## src/rtl/riscv_pkg.sv

```systemverilog
// Shared RISC-V pipeline definitions: funct3 codes, memory-stage FSM states, stage register layouts.
// Latency: n/a (types, constants and one pure helper function).
// Backpressure: n/a.
//
// Contents:
//   XLEN            datapath width (32 only)
//   F3_L*/F3_S*     load/store funct3 encodings
//   mem_state_t     data-memory access FSM states (MS_IDLE, MS_WAIT, MS_ERR)
//   exmem_t         EX/MEM pipeline register contents
//   memwb_t         MEM/WB pipeline register contents
//   is_misaligned   alignment rule for a memory op given funct3 and addr[1:0]
package riscv_pkg;

    localparam int XLEN = 32;

    // Loads
    localparam logic [2:0] F3_LB  = 3'b000;
    localparam logic [2:0] F3_LH  = 3'b001;
    localparam logic [2:0] F3_LW  = 3'b010;
    localparam logic [2:0] F3_LBU = 3'b100;
    localparam logic [2:0] F3_LHU = 3'b101;

    // Stores
    localparam logic [2:0] F3_SB  = 3'b000;
    localparam logic [2:0] F3_SH  = 3'b001;
    localparam logic [2:0] F3_SW  = 3'b010;

    typedef enum logic [1:0] {
        MS_IDLE = 2'd0,
        MS_WAIT = 2'd1,
        MS_ERR  = 2'd2
    } mem_state_t;

    typedef struct packed {
        logic [XLEN-1:0] alu_result;
        logic [XLEN-1:0] write_data;
        logic [4:0]      rd;
        logic [2:0]      funct3;
        logic            mem_write;
        logic            mem_read;
        logic            mem_to_reg;
        logic            reg_write;
    } exmem_t;

    typedef struct packed {
        logic [XLEN-1:0] alu_result;
        logic [XLEN-1:0] read_data;
        logic [4:0]      rd;
        logic            reg_write;
        logic            mem_to_reg;
        logic            misalign;
        logic            bus_err;
    } memwb_t;

    // Size code 11 (a doubleword on RV64) has no RV32 meaning, so it is
    // always reported as misaligned rather than silently issued.
    function automatic logic is_misaligned(input logic [2:0] funct3,
                                           input logic [1:0] addr_lo);
        logic mis;
        case (funct3[1:0])
            2'b00:   mis = 1'b0;
            2'b01:   mis = addr_lo[0];
            2'b10:   mis = (addr_lo != 2'b00);
            default: mis = 1'b1;
        endcase
        return mis;
    endfunction

endpackage

```

## src/rtl/lsu_format.sv

```systemverilog
// Load/store lane formatting: store byte-lane replication + byte enables, load lane extraction + extension.
// Latency: purely combinational.
// Backpressure: none; outputs follow inputs.
//
// Ports:
//   funct3      load/store width and sign
//   addr_lo     byte offset within the word (addr[1:0])
//   is_store    1 = store formatting, 0 = read (all byte enables set)
//   store_data  rs2 value to be stored
//   rdata       raw word returned by memory
//   wdata       lane-replicated store data
//   be          byte enables
//   load_data   extracted and extended load result
module lsu_format
    import riscv_pkg::*;
(
    input  logic [2:0]      funct3,
    input  logic [1:0]      addr_lo,
    input  logic            is_store,
    input  logic [XLEN-1:0] store_data,
    input  logic [XLEN-1:0] rdata,
    output logic [XLEN-1:0] wdata,
    output logic [3:0]      be,
    output logic [XLEN-1:0] load_data
);

    logic [XLEN-1:0] lane;

    // Sub-word stores replicate the datum across every lane so the memory
    // only has to honour the byte enables, not shift the data.
    always_comb begin
        wdata = store_data;
        be    = 4'b1111;
        if (is_store) begin
            case (funct3)
                F3_SB: begin
                    wdata = {4{store_data[7:0]}};
                    be    = 4'b0001 << addr_lo;
                end
                F3_SH: begin
                    wdata = {2{store_data[15:0]}};
                    be    = 4'b0011 << addr_lo;
                end
                default: begin
                    wdata = store_data;
                    be    = 4'b1111;
                end
            endcase
        end
    end

    // Bring the addressed byte/halfword down to bit 0 before extending.
    assign lane = rdata >> {addr_lo, 3'b000};

    always_comb begin
        case (funct3)
            F3_LB:   load_data = {{24{lane[7]}}, lane[7:0]};
            F3_LH:   load_data = {{16{lane[15]}}, lane[15:0]};
            F3_LBU:  load_data = {24'd0, lane[7:0]};
            F3_LHU:  load_data = {16'd0, lane[15:0]};
            default: load_data = lane;
        endcase
    end

endmodule

```

## src/rtl/memory_cycle.sv

```systemverilog
// RISC-V memory stage: EX/MEM register, data-memory req/ack FSM with timeout, lane formatting, MEM/WB register.
// Latency: zero-wait access completes in 1 cycle; an ack on request cycle N adds N-1 stall cycles.
// Backpressure: StallM holds the front of the pipe while a request is outstanding; MEM/WB takes bubbles meanwhile.
//
// Ports:
//   clk, rst_n                 pipeline clock, synchronous active-low reset
//   *E                         execute-stage outputs captured into EX/MEM
//   StallM                     freezes PC, IF/ID, ID/EX and EX/MEM
//   dmem_req/we/addr/wdata/be  data-memory request, held stable until ack
//   dmem_rdata, dmem_ack       read data and one-cycle completion pulse
//   *W                         MEM/WB register outputs (MisalignW / BusErrW flag killed ops)
module memory_cycle
    import riscv_pkg::*;
#(
    parameter int TIMEOUT = 16,  // request cycles allowed before a bus error (>= 1)
    parameter int XLEN    = 32   // only 32 is supported
)(
    input  logic            clk,
    input  logic            rst_n,

    input  logic [XLEN-1:0] ALUResultE,
    input  logic [XLEN-1:0] WriteDataE,
    input  logic [4:0]      RdE,
    input  logic [2:0]      Funct3E,
    input  logic            MemWriteE,
    input  logic            MemReadE,
    input  logic            MemToRegE,
    input  logic            RegWriteE,

    output logic            StallM,

    output logic            dmem_req,
    output logic            dmem_we,
    output logic [XLEN-1:0] dmem_addr,
    output logic [XLEN-1:0] dmem_wdata,
    output logic [3:0]      dmem_be,
    input  logic [XLEN-1:0] dmem_rdata,
    input  logic            dmem_ack,

    output logic [XLEN-1:0] ALUResultW,
    output logic [XLEN-1:0] ReadDataW,
    output logic [4:0]      RdW,
    output logic            RegWriteW,
    output logic            MemToRegW,
    output logic            MisalignW,
    output logic            BusErrW
);

    // The counter only has to reach TIMEOUT-1.
    localparam int            CW   = (TIMEOUT > 1) ? $clog2(TIMEOUT) : 1;
    localparam logic [CW-1:0] LAST = CW'(TIMEOUT - 1);

    exmem_t          m_d, m_q;
    memwb_t          w_d, w_q;
    mem_state_t      state_d, state_q;
    logic [CW-1:0]   cnt_d, cnt_q;

    logic            memop_raw;
    logic            misalign;
    logic            memop;
    logic            req;
    logic            stall;
    logic            complete;
    logic            bus_err;
    logic [XLEN-1:0] fmt_wdata;
    logic [XLEN-1:0] fmt_load;
    logic [3:0]      fmt_be;

    // ------------------------------------------------------------------
    // EX/MEM register
    // ------------------------------------------------------------------
    always_comb begin
        m_d            = '0;
        m_d.alu_result = ALUResultE;
        m_d.write_data = WriteDataE;
        m_d.rd         = RdE;
        m_d.funct3     = Funct3E;
        m_d.mem_write  = MemWriteE;
        m_d.mem_read   = MemReadE;
        m_d.mem_to_reg = MemToRegE;
        m_d.reg_write  = RegWriteE;
    end

    always_ff @(posedge clk) begin
        if (!rst_n) begin
            m_q <= '0;
        end else if (!stall) begin
            m_q <= m_d;
        end
    end

    // ------------------------------------------------------------------
    // Alignment: a misaligned op never reaches the bus
    // ------------------------------------------------------------------
    assign memop_raw = m_q.mem_read | m_q.mem_write;
    assign misalign  = memop_raw & is_misaligned(m_q.funct3, m_q.alu_result[1:0]);
    assign memop     = memop_raw & ~misalign;

    // ------------------------------------------------------------------
    // Access FSM
    // ------------------------------------------------------------------
    always_ff @(posedge clk) begin
        if (!rst_n) begin
            state_q <= MS_IDLE;
            cnt_q   <= '0;
        end else begin
            state_q <= state_d;
            cnt_q   <= cnt_d;
        end
    end

    // The IDLE request cycle counts as the first of the TIMEOUT cycles, so
    // WAIT gives up once it has spent TIMEOUT-1 cycles of its own.
    always_comb begin
        state_d  = state_q;
        cnt_d    = cnt_q;
        req      = 1'b0;
        stall    = 1'b0;
        complete = 1'b0;
        bus_err  = 1'b0;
        case (state_q)
            MS_IDLE: begin
                if (memop) begin
                    req = 1'b1;
                    if (dmem_ack) begin
                        complete = 1'b1;
                    end else begin
                        stall   = 1'b1;
                        cnt_d   = '0;
                        state_d = (TIMEOUT == 1) ? MS_ERR : MS_WAIT;
                    end
                end
            end
            MS_WAIT: begin
                req = 1'b1;
                if (dmem_ack) begin
                    complete = 1'b1;
                    state_d  = MS_IDLE;
                end else begin
                    stall = 1'b1;
                    cnt_d = cnt_q + 1'b1;
                    if (cnt_d == LAST) begin
                        state_d = MS_ERR;
                    end
                end
            end
            MS_ERR: begin
                // The timed-out op retires this cycle as a killed instruction.
                bus_err = 1'b1;
                cnt_d   = '0;
                state_d = MS_IDLE;
            end
            default: begin
                state_d = MS_IDLE;
                cnt_d   = '0;
            end
        endcase
    end

    // ------------------------------------------------------------------
    // Lane formatting
    // ------------------------------------------------------------------
    lsu_format u_lsu_format (
        .funct3     (m_q.funct3),
        .addr_lo    (m_q.alu_result[1:0]),
        .is_store   (m_q.mem_write),
        .store_data (m_q.write_data),
        .rdata      (dmem_rdata),
        .wdata      (fmt_wdata),
        .be         (fmt_be),
        .load_data  (fmt_load)
    );

    // EX/MEM is frozen while waiting, so addr/we/be/wdata stay stable.
    assign dmem_req   = req;
    assign dmem_we    = req & m_q.mem_write;
    assign dmem_addr  = {m_q.alu_result[XLEN-1:2], 2'b00};
    assign dmem_wdata = fmt_wdata;
    assign dmem_be    = fmt_be;
    assign StallM     = stall;

    // ------------------------------------------------------------------
    // MEM/WB register: a stalled cycle retires an all-zero bubble
    // ------------------------------------------------------------------
    always_comb begin
        w_d = '0;
        if (!stall) begin
            w_d.alu_result = m_q.alu_result;
            w_d.rd         = m_q.rd;
            w_d.mem_to_reg = m_q.mem_to_reg;
            w_d.misalign   = misalign;
            w_d.bus_err    = bus_err;
            w_d.reg_write  = m_q.reg_write & ~misalign & ~bus_err;
            w_d.read_data  = (m_q.mem_read & complete) ? fmt_load : '0;
        end
    end

    always_ff @(posedge clk) begin
        if (!rst_n) begin
            w_q <= '0;
        end else begin
            w_q <= w_d;
        end
    end

    assign ALUResultW = w_q.alu_result;
    assign ReadDataW  = w_q.read_data;
    assign RdW        = w_q.rd;
    assign RegWriteW  = w_q.reg_write;
    assign MemToRegW  = w_q.mem_to_reg;
    assign MisalignW  = w_q.misalign;
    assign BusErrW    = w_q.bus_err;

endmodule

```

## config.mk

```make
export PLATFORM = sky130hd
export DESIGN_NAME = memory_cycle
export DESIGN_NICKNAME = d
export VERILOG_FILES = /design/src/rtl/riscv_pkg.sv /design/src/rtl/lsu_format.sv /design/src/rtl/memory_cycle.sv
export SDC_FILE = /design/constraint.sdc
export NUM_CORES = 1
export LEC_CHECK = 0
export ABC_AREA = 0
export CAP_MARGIN = 0
export CORE_MARGIN = 5
export CORE_UTILIZATION = 40
export CTS_BUF_LIST = sky130_fd_sc_hd__clkbuf_8 sky130_fd_sc_hd__clkbuf_16
export CTS_CLUSTER_DIAMETER = 40
export DETAILED_ROUTE_END_ITERATION = 6
export GPL_TIMING_DRIVEN = 0
export HOLD_SLACK_MARGIN = 0.12
export PLACE_DENSITY = 0.76
export SKIP_CTS_REPAIR_TIMING = 1
export SLEW_MARGIN = 0
export SYNTH_ARGS = -nofsm -noshare
export SYNTH_HDL_FRONTEND = slang
export SYNTH_SLANG_ARGS = --single-unit
```

## constraint.sdc

```tcl
create_clock -name clk -period 1.81 [get_ports clk]
set_input_delay 0.362 -clock clk [delete_from_list [all_inputs] [get_ports clk]]
set_output_delay 0.362 -clock clk [all_outputs]
set_load 0.05 [all_outputs]
```

# --- After elaboration in Yosys (flattened, before gate mapping) ---
# Cells that the tools add are included.
op_classes:
  add_sub_neg: 1
  mul: 0
  div: 0
  magnitude_cmp: 0
  n_eq_ne: 12
  shift: 3
  mux: 24
  bitwise: 11
  n_reduce_logical: 8
op_table:
  columns: ["cell", "n"]
  rows:
  - ["32-bit case mux with 4 select lines", 1]
  - ["32-bit case mux with 2 select lines", 1]
  - ["32-bit two-way mux", 1]
  - ["32-bit by 5-bit right shift with 32-bit output", 1]
  - ["4-bit two-way mux", 4]
  - ["4-bit case mux with 2 select lines", 2]
  - ["2-bit two-way mux", 4]
  - ["1-bit AND", 6]
  - ["3-bit equality test (second input constant)", 2]
  - ["1-bit two-way mux", 6]
  - ["2-bit != test (second input constant)", 3]
  - ["1-bit case mux with 2 select lines", 3]
  - ["3-bit AND reduction", 2]
  - ["4-bit by 1-bit adder with 4-bit output (second input constant)", 1]
  - ["2-bit by 1-bit equality test with 1-bit output (second input constant)", 2]
  - ["2-bit equality test (second input constant)", 2]
  - ["4-bit equality test (second input constant)", 1]
  - ["2-bit logical NOT", 2]
  - ["1-bit inverter", 4]
  - ["2-bit case mux with 2 select lines", 1]
  - ["1-bit by 2-bit left shift with 4-bit output (first input constant)", 1]
  - ["2-bit by 2-bit left shift with 4-bit output (first input constant)", 1]
  - ["3-bit by 1-bit equality test with 1-bit output (second input constant)", 1]
  - ["3-bit logical NOT", 1]
  - ["6 further kinds", 6]
word_totals:
  ff_bits: 155
  latchBits: 0
  ram_bits: 0
  rom_bits: 0
  in_bits: 111
  mem_count: 0

# --- Depth between registers and ports, before layout ---
depth:
  word_depth: 10
  ltp_mapped: 9

# --- Modules after synthesis ---
# Synthesis repeated with hierarchy kept, for this count alone.
hier_totals:
  cells_unflattened: 746
  area_unflattened_um2: 6880.3
by_module_without_submodules:
  columns: ["mod", "n_inst", "cells_per_inst", "area_per_inst_um2", "seq_area_each_um2"]
  rows:
  - ["memory_cycle", 1, 572, 5610.4, 3103.0]
  - ["lsu_format", 1, 174, 1270.0, 0.0]

# --- Worst setup path after synthesis ---
# OpenSTA, ideal clock, no wires.
synth_path:
  kind: "reg2out"
  start: "register m_q[5] (netlist name)"
  end: "output dmem_be[1]"
  arrival_ns: 2.209
  setup_slack_ns: -0.761
  path_stages_with_launch: 6
  path_buffers: 2
  path_cell_list: "dfxtp_1 buf_2 nor3b_1 clkbuf_1 nor2_1 o21ai_0"
synth_via:
  elab_chain_len: 3
  word_cells_on_any_way: 4
synth_rtl:
  columns: ["item", "line", "text"]
  rows:
  - ["start, declared", "memory_cycle.sv:53", "exmem_t m_d, m_q;"]
  - ["start signal, assigned", "memory_cycle.sv:88", "m_q <= m_d;"]
  - ["3-bit by 1-bit equality test with 1-bit output or 3-bit logical NOT (tied branches)", "lsu_format.sv:35", "case (funct3)"]
  - ["4-bit case mux with 2 select lines (*)", "lsu_format.sv:35", null]
  - ["4-bit two-way mux (*)", "lsu_format.sv:34", "if (is_store) begin"]
  - ["end, declared", "memory_cycle.sv:36", "output logic [3:0] dmem_be,"]
# Mark *: on every way between the ends. The rest lies on a longest branch, timed or not.

# --- Final worst setup path ---
layout_path:
  start: "register m_q[3] (netlist name)"
  end: "output StallM"
layout_via:
  elab_chain_len: 6
layout_rtl:
  columns: ["item", "line", "text"]
  rows:
  - ["1-bit OR (*)", "memory_cycle.sv:95", "assign memop_raw = m_q.mem_read | m_q.mem_write;"]
  - ["1-bit AND", "memory_cycle.sv:96", "assign misalign = memop_raw & is_misaligned(m_q.funct3, m_q.alu_result[1:0]);"]
  - ["1-bit inverter", "memory_cycle.sv:97", "assign memop = memop_raw & ~misalign;"]
  - ["1-bit AND (*)", "memory_cycle.sv:97", null]
  - ["1-bit two-way mux (*)", "memory_cycle.sv:123", "if (memop) begin"]
  - ["1-bit case mux with 2 select lines (*)", "memory_cycle.sv:121", "case (state_q)"]
  - ["end, declared", "memory_cycle.sv:30", "output logic StallM,"]
# Marked as above.

==> results.txt <==
- Result of the run: complete, but fails checks
- The final reports fail on negative setup slack.
- In this run the power density over the cells is 999 nW/um^2.
* Final design area excluding fillers: 11100 sq um
- The count of buffers added on input and output ports is 252.
- Routability congestion estimate: 0.814
- The initial antenna violation count was 0.
* Core Area: 16400 sq um
- From left edge to right edge, the die measures 138 um.
- At the end of the flow, the number of nets in the layout was 1169.
- For this run the aggregate overflow at the end of global routing stands at 0.
- Post-Route WL: 22000 um
* Critical path startpoint category: register
- Clock root cell: clkbuf_16
* Flip-flop and latch count after synthesis: 155
- Worst-case vdd ir drop: 0.000759 V
- Along the worst path, the maximum fanout reaches 5.
- Buffers inserted during clock tree synthesis total 17.
* Leading cell types by total area after synthesis: dfxtp_1 (47%), nand2_1 (14%), mux2i_1 (13%)
* Final WS setup: -492 ps
- Design Power: 11.1 mW
- For this configuration, the core starts out at a cell density of 0.402.
- Max-cap violations: 0
* Share of async-settable or async-resettable flops after synthesis: 0
* Hold violation total from the final report: 0
- Share of the core filled with cells in the final layout: 0.675
- Setup repair after global routing could not meet its margin everywhere.
- The number of antenna diodes in the final layout is 0.
- The first detailed-routing pass took 5 iterations.
- Class of the tightest hold or removal check: register to register
- The clock arrives with 11.2 ps of skew.
- At the pin with the least slew margin, the transition time is 654 ps.
* Number of remaining DRC errors: 0
- WL/cell: 17.1 um
* Cell type contributing the most total cell area after synthesis: dfxtp_1
- Worst hold margin: 452 ps
* Worst endpoint required time: 1450 ps
- Global-route wire length before repair: 32700 um
- Setup violations remaining at the end of the flow were counted as 117.
- F_max: 434 MHz
- The floorplan step set the die height to 138 um.
- Overall track demand over capacity in global routing: 0.213
- Measured against its own limit, the worst slew margin works out to 0.564.
* Mapped cell area: 6600 sq um
* Number of violations reported at the end of detailed-routing iteration 0: 282
* Sort of element at the end of the critical path: output port
- Before CTS, the worst setup slack after placement is -1060 ps.
- Post-layout instance count excluding filler cells: 1288
* Die ar.: 19200 sq um
* Vias per Instance: 4.81
- Insertion delay to the later sink of the worst-skew pair: 420 ps
- For the finished layout, the period the worst path requires is 2300 ps.
* Sequential area share after synthesis: 0.470
- Avg Cell Area, Syn: 8.68 sq um
* Number of distinct standard cells referenced by the synthesized netlist: 44
- Summed over all failing endpoints, the final setup total negative slack is -15190 ps.
- Worst endpoint data arrival time: 1940 ps
* TritonCTS sink count: 155
- Vias in the first global route: 6015
* Max-slew violation count: 0
* Proportion of layout cells with a drive suffix above 1: 0.223
- The most used flip-flop cell after synthesis is dfxtp_1.
* Clock tree from TritonCTS: done
- Via count: 6191
* Type of the worst setup path: register to output port
* CTS Buffer Depth: 2
- CTS built an H-tree with a depth of 4.
- Number of flops mapped to enable cells by yosys: 0
* Count of mapped cells out of synthesis: 760
* Placement row count: 47
- The analysis attributes to cell leakage a power of 6.43 nW.
* Synthesis-to-layout area growth: 67.8%
* Post-detailed-route count of antenna-violating nets: 0
- Instance area at placement: 9480 sq um
- The HPWL after detailed placement is 15700 um.
- Count of boundary I/O pins: 255
- Warnings, synthesis: 0
- Of the available clock period, the critical path in the final layout requires 1.27.
- Maximum number of pins on one net before global-route repair: 17
- Clock-pin slew was measured on the worst setup and hold paths at 60 ps.
* Share of the synthesized area in the top cell type: 0.470
- Counting tap cells, the placed design contains a total of 1233 instances.
[Yosys cell counts (2+ instances only)]
cell type  number
mux2_2          8
buf_2           9
ha_1            2
and3_1         39
o22ai_1         2
o21ai_0        15
mux2i_1        84
clkbuf_1       38
inv_1           4
a22o_1          8
buf_6           4
and2_1         10
dfxtp_1       155
buf_4          41
buf_1           3
a211oi_1       14
nand2b_1        4
nor2b_1        14
nor3_1          2
a21oi_1        27
nand2_1       241
nor2_1         14
[state kept, by name (all words and copies together), names as in the netlist]
signal and count:
ALUResultW 32, m_q 46, state_q 2, MisalignW 1, dmem_addr 30, MemToRegW 1, BusErrW 1, RegWriteW 1
cnt_q 4, ReadDataW 32, RdW 5
[worst max-delay path, cell delays in order (launching register included)]
cell and delay (ps):
dfxtp_4 350, or2_4 240, a221oi_4 330, or3_4 190, buf_6 120, inv_8 30
buf_12 120, buf_12 140
[worst paths after layout]
path                        startpoint                    to  slack (ps)  cells past startpoint
hold reg to reg   m_q[11]$_SDFFE_PN0N_  m_q[11]$_SDFFE_PN0N_         450                      2
setup / recovery   m_q[3]$_SDFFE_PN0N_                StallM        -490                      7
setup reg to reg  m_q[44]$_SDFFE_PN0N_  m_q[45]$_SDFFE_PN0N_        -200                      9
hold / removal    m_q[11]$_SDFFE_PN0N_  m_q[11]$_SDFFE_PN0N_         450                      2
[placed cells by master, fill, tap and decap left out, drive strengths merged, types with 5 or more instances in the layout]
cell type,count
and2,10
dfxtp,155
mux2i,84
a211oi,14
dlymetal6s2s,106
inv,9
nand2,241
a21oi,27
clkbuf,48
mux2,8
nor2,14
clkinv,5
and3,39
a22o,8
buf,124
o21ai,16
clkdlybuf4s50,110
nor2b,14
[cell families (layout without fill, tap and decap cells)]
kind of cell | Yosys count | after routing | share of synthesized area
other cells | 1 | 2 | 0.000568
buf+inv | 100 | 407 | 0.0865
compound gates | 74 | 74 | 0.0711
simple gates | 335 | 335 | 0.223
flops | 155 | 155 | 0.470
mux | 93 | 93 | 0.145
fa+ha+maj | 2 | 2 | 0.00379
[layout make-up]
cell class	instances	area (sq um)
Inverter	5	26.3
Fill cell	1283	5340
Timing Repair Buffer	277	3070
Sequential cell	155	3120
Clock inverter	14	178
Tap cell	220	275
Multi-Input combinational cell	506	3210
Buffer	94	768
Clock buffer	17	425
[routing by layer]
metal  vias to the layer above  GRT usage  part of all wire
met5                         -          0                 0
met3                        37     0.0587             0.064
met4                         0     0.0796             0.022
met2                       206      0.361              0.50
met1                      2885      0.259              0.41
li1                       3063          -                 -
[where the power goes]
| group | internal [mW] | switching (mW) |
|---|---|---|
| clock network | 2.29 | 1.42 |
| logic | 1.52 | 1.98 |
| registers | 3.67 | 0.178 |
Note: power is estimated with default switching activity, not from simulation.
